### src/rtl/term_pkg.sv
// Shared terminal definitions: ASCII control codes, writer state type and buffer geometry.
package term_pkg;

  localparam logic [7:0] CHR_BS  = 8'h08;
  localparam logic [7:0] CHR_LF  = 8'h0A;
  localparam logic [7:0] CHR_FF  = 8'h0C;
  localparam logic [7:0] CHR_CR  = 8'h0D;
  localparam logic [7:0] CHR_DEL = 8'h7F;

  localparam int unsigned BUF_COL_W = 6;
  localparam int unsigned BUF_ROW_W = 5;

  typedef enum logic [1:0] {
    StClrAll,
    StIdle,
    StClrRow
  } term_state_t;

  // Everything from space upward except DEL is drawn, including the upper half.
  function automatic logic is_printable(logic [7:0] b);
    return (b >= 8'h20) && (b != CHR_DEL);
  endfunction

endpackage

### src/rtl/term_writer.sv
// Serial-terminal front end: turns received bytes into character-buffer writes and cursor moves.
// Optional feature: define TERM_FORMFEED_EN to make 0x0C home the cursor and clear the screen.
module term_writer
  import term_pkg::*;
#(
  parameter int unsigned COLS  = 60,
  parameter int unsigned ROWS  = 17,
  parameter logic [7:0]  BLANK = 8'h20
) (
  input  logic        i_clk,
  input  logic        i_rst,
  input  logic [7:0]  i_data,
  input  logic        i_valid,
  output logic        o_ready,
  output logic [10:0] o_address,
  output logic [7:0]  o_data,
  output logic        o_we,
  output logic [5:0]  o_cur_col,
  output logic [4:0]  o_cur_row
);

  localparam logic [BUF_COL_W-1:0] LastCol = BUF_COL_W'(COLS - 1);
  localparam logic [BUF_ROW_W-1:0] LastRow = BUF_ROW_W'(ROWS - 1);

  term_state_t          state_q, state_d;
  logic [10:0]          cnt_q, cnt_d;
  logic [BUF_COL_W-1:0] col_q, col_d;
  logic [BUF_ROW_W-1:0] row_q, row_d;
  logic                 we_q, we_d;
  logic [10:0]          addr_q, addr_d;
  logic [7:0]           data_q, data_d;
  logic [BUF_ROW_W-1:0] next_row;

  assign next_row = (row_q == LastRow) ? '0 : row_q + 5'd1;

  always_comb begin
    state_d = state_q;
    cnt_d   = cnt_q;
    col_d   = col_q;
    row_d   = row_q;
    we_d    = 1'b0;
    addr_d  = addr_q;
    data_d  = data_q;
    case (state_q)
      StClrAll: begin
        // Sweeps the whole 64x32 buffer, off-screen cells included.
        we_d   = 1'b1;
        data_d = BLANK;
        addr_d = cnt_q;
        cnt_d  = cnt_q + 11'd1;
        if (cnt_q == 11'd2047) begin
          state_d = StIdle;
          cnt_d   = '0;
        end
      end
      StClrRow: begin
        we_d   = 1'b1;
        data_d = BLANK;
        addr_d = {row_q, cnt_q[5:0]};
        cnt_d  = cnt_q + 11'd1;
        if (cnt_q[5:0] == 6'd63) begin
          state_d = StIdle;
          cnt_d   = '0;
        end
      end
      StIdle: begin
        if (i_valid) begin
          if (is_printable(i_data)) begin
            we_d   = 1'b1;
            addr_d = {row_q, col_q};
            data_d = i_data;
            if (col_q == LastCol) begin
              col_d   = '0;
              row_d   = next_row;
              state_d = StClrRow;
            end else begin
              col_d = col_q + 6'd1;
            end
          end else begin
            case (i_data)
              CHR_CR: col_d = '0;
              CHR_LF: begin
                row_d   = next_row;
                state_d = StClrRow;
              end
              CHR_BS: begin
                if (col_q != '0) col_d = col_q - 6'd1;
              end
`ifdef TERM_FORMFEED_EN
              CHR_FF: begin
                col_d   = '0;
                row_d   = '0;
                state_d = StClrAll;
              end
`endif
              default: ;
            endcase
          end
        end
      end
      default: state_d = StClrAll;
    endcase
  end

  always_ff @(posedge i_clk) begin
    if (i_rst) begin
      state_q <= StClrAll;
      cnt_q   <= '0;
      col_q   <= '0;
      row_q   <= '0;
      we_q    <= 1'b0;
      addr_q  <= '0;
      data_q  <= '0;
    end else begin
      state_q <= state_d;
      cnt_q   <= cnt_d;
      col_q   <= col_d;
      row_q   <= row_d;
      we_q    <= we_d;
      addr_q  <= addr_d;
      data_q  <= data_d;
    end
  end

  assign o_ready   = (state_q == StIdle);
  assign o_we      = we_q;
  assign o_address = addr_q;
  assign o_data    = data_q;
  assign o_cur_col = col_q;
  assign o_cur_row = row_q;

endmodule

### config.mk
export PLATFORM = sky130hd
export DESIGN_NAME = term_writer
export DESIGN_NICKNAME = d
export VERILOG_FILES = /design/src/rtl/term_pkg.sv /design/src/rtl/term_writer.sv
export SDC_FILE = /design/constraint.sdc
export NUM_CORES = 1
export LEC_CHECK = 0
export BUFFER_PORTS_ARGS = -buffer_cell sky130_fd_sc_hd__buf_2
export CORE_MARGIN = 3
export CORE_UTILIZATION = 55
export CTS_CLUSTER_SIZE = 10
export DETAILED_ROUTE_END_ITERATION = 10
export PLACE_DENSITY = 0.83
export SETUP_SLACK_MARGIN = 0.4
export SLEW_MARGIN = 5
export SYNTH_ARGS = -nofsm -noshare
export SYNTH_HDL_FRONTEND = slang
export SYNTH_SLANG_ARGS = --single-unit
export TNS_END_PERCENT = 1
### constraint.sdc
create_clock -name i_clk -period 3.1 [get_ports i_clk]
set_input_delay 0.775 -clock i_clk [delete_from_list [all_inputs] [get_ports i_clk]]
set_output_delay 0.775 -clock i_clk [all_outputs]
set_load 0.01 [all_outputs]
==> impl_results.md <==
* Clk network pwr share at 37.1%
* Syn nets at roughly 310
* Normalized max-slew margin at 54.51%
* Total power at between 1 and 1.5 mW
* Vias in the first global route at 2013
* Mapped Area at about 2300 um2
* Detailed-route via count at 2215
* Post-Place Worst Slack at 0.1912 ns
* Setup Viol. Count Final at 0
* H-tree depth at 2
* Buffers added on ports at 42
* Synth top area share at 38.41%
* GPL Wtd Cong at 0.9366
* Post-route DRC at 0
* Root buffer cell: clkbuf_8
* Comb power frac at about 5.5%
* Hold Path Class: flop to flop
* Clock period minus worst slack at 2.518 ns
* Synth unique cells at 47
* Delay of the slowest cell on the worst path at around 0.44 ns
* DRT antenna net count at 0
* Clock Tree Buf Depth at 2
* Reg-to-reg startpoint: o_cur_col[1]$_SDFFE_PP0P_
* Internal power at 774.4 uW
* Most frequent cell after synthesis: dfxtp_1
* Fillcell total at 334
* Core Area at about 3800 um2
* Worst path most repeated cell: or3_4
* Synth Register Bits at 44
* Wire length per cell at 14.06 um
* Die ar. at ~5000 um2
* # nets final at between 300 and 400
* Synth async-reset ratio at 0%
* Final wirelength at roughly 5300 um
* Number of buffers created by CTS at 5
* Final worst-path cycle share at 81.24%
* Maxcap violations at 0
* Power per cell area at 378.3 nW/um2
* Worst-path clk slew at 0.08 ns
* Vias per cell at a little under 6
* First-pass GRT wire length at 8914 um
* FF-to-FF setup slack at 0.70 ns
* Switching share of power at a little under a quarter
* Aggregate global-route resource usage at 21.37%
* Top cells by area, synth: dfxtp_1 38%, nor2_1 6.5%, ha_1 5.5%, nand2_1 4.7%, nand3_1 4.6%
* Die X at 70.58 um
* Initial Utilization at between 50% and 60%
* Psw at 230.9 uW
* Critical path's slowest cell: or3_4
* Slew Viols, Final at 0
* Synth Flop Type: dfxtp_1
* Area growth syn-to-layout at 15.88%
* Initial DRT Pass Iterations at 4
* Largest net degree at the start of global routing at 36
* RSZ-0062 raised after global routing: no
* Initial antenna violation count at 0
* Worst setup startpoint: i_data[6]
* Sequential Power Share at 57.4%
* Leak at ~1.1 nW
* Critical Path, Cell by Cell: buf_2 > or2_4 > or3_4 > o31a_1 > or3_4 > or3_1 > a21oi_1
* Hold Fails Final Rpt at 0
* Synth warn at 0
* CTS tree: built
* Critical Path Fanout Max at 8
* Seq/Total Area, Yosys at 38.41%
* CP startpoint kind: input port
* Layout cells sized above 1 at between 10% and 20%
* Avg Cell Area, Syn at 7.991 um2
* GRT Residual Overflow at 0
* DIE HEIGHT at 70.58 um
* Fmax at 397.1 MHz
* Peak supply drop at 286.9 uV
* CP arrival at 2.75 ns
* Setup TNS at 0 ns
* Cell row count at 22
* Fin Clk Skew at 0.003733 ns
* Final worst slack at 0.5816 ns
* Clock Sink Count at 44
* Crit path capture type: flop
* Most frequent cells after synthesis: 44 x dfxtp_1, 40 x nor2_1, 29 x nand2_1
* EDFF count, synth at 0
* Worst Path Required at 3.33 ns
* Yosys top cell by area: dfxtp_1
* HPWL after DPL at 3831 um
* Starting DRT DRC Count at 94
* Cell count after synthesis at approximately 290
* Status: finished, final reports clean
* Crit path kind: input port to flop
* IO Count at 43
* Clk_lat worst skew at 0.30 ns
* Antenna Cells at 0
* Hold_sp: o_data[7]$_SDFFE_PP0P_
* Slew @ Worst Pin at roughly 0.68 ns
[logic make-up (layout without fill, tap and decap cells)]
group                    after synthesis  in the layout  share of synthesized area, %
flip-flops                            44             44                         38.41
buffers and inverters                 23             66                         3.819
XOR/XNOR                              11             11                         4.201
AND/OR/NAND/NOR                      136            136                         28.91
adder cells (fa/ha/maj)               10             10                         5.456
AO/OA/AOI/OAI                         62             62                         18.71
multiplexers                           1              1                        0.4910
[per-stage QoR]
step | hold WS (ns) | instances | utilization (%) | area [um2]
finish | 0.4717 | 378 | 69.46 | 2658
global route | 0.4889 | 378 | 69.46 | 2658
CTS | 0.4719 | 378 | 69.33 | 2653
detailed placement | 0.4608 | 370 | 66.87 | 2559
global placement | 0.4514 | 370 | 66.87 | 2559
floorplan | 0.4620 | 287 | - | 2293
[final timing paths]
check	endpoint	depth (start not counted)
min reg2reg	o_data[7]$_SDFFE_PP0P_	2
max reg2reg	o_cur_row[2]$_SDFFE_PP0P_	7
min	o_data[7]$_SDFFE_PP0P_	2
max	o_cur_col[2]$_SDFFE_PP0P_	7
[routing by layer]
metal  track usage [%]  routed length, um
met2             35.76               2557
met1             28.67               2432
met3             3.977                271
met4             5.219                 54
met5                 0                  0
[sequential cells by signal, summed over array words and instances, names as in the netlist]
name       flops
o_data         8
o_address     11
o_we           1
o_cur_col      6
o_cur_row      5
cnt_q         11
state_q        2
[worst max-delay path: cells and delay by family]
| family | cells | cell delay, ns |
|---|---|---|
| AOI/OAI and AO/OA | 2 | 0.42 |
| buffers and inverters | 1 | 0.12 |
| and+or+nand+nor | 4 | 1.44 |
[power groups by stage]
stage,logic [mW],registers (mW),clock network [mW]
3_3_place_gp,0.0532,0.590,0
2_1_floorplan,0.0298,0.591,0
5_1_grt,0.0600,0.578,0.398
3_5_place_dp,0.0540,0.591,0
4_1_cts,0.0544,0.577,0.378
6_report,0.0550,0.577,0.373
[placed cells by master, fill, tap and decap left out, types with 2 or more instances in the layout]
master,count
a211oi_1,10
a21oi_1,18
a22oi_1,7
a311oi_1,5
a31oi_1,2
and2_1,2
and3_1,4
buf_2,42
buf_4,6
clkbuf_8,6
dfxtp_1,44
ha_1,10
inv_1,10
nand2_1,29
nand2b_1,7
nand3_1,21
nand4_1,5
nor2_1,40
nor2b_1,2
nor3_1,5
nor3b_1,2
nor4_1,2
o21ai_0,4
o22ai_1,2
o32ai_1,3
or2_2,3
or3_1,7
or3_4,2
xnor2_1,4
xor2_1,7
[repair_timing]
item	in CTS	in global routing
hold buffers	0	0
endpoints found under the setup margin	0	1
resized for setup	0	1
setup buffers	0	0
[layout make-up]
type / instances / area [um2] / share of cell area, %
clock buffer: 7 / 86.33 / 3.249
clock inverter: 1 / 7.507 / 0.2825
multi-input combinational: 220 / 1330 / 50.05
sequential: 44 / 880.8 / 33.15
tap: 48 / 60.06 / 2.260
inverter: 10 / 37.54 / 1.412
timing repair buffer: 48 / 255.2 / 9.605
(Power assumes the default switching activity.)
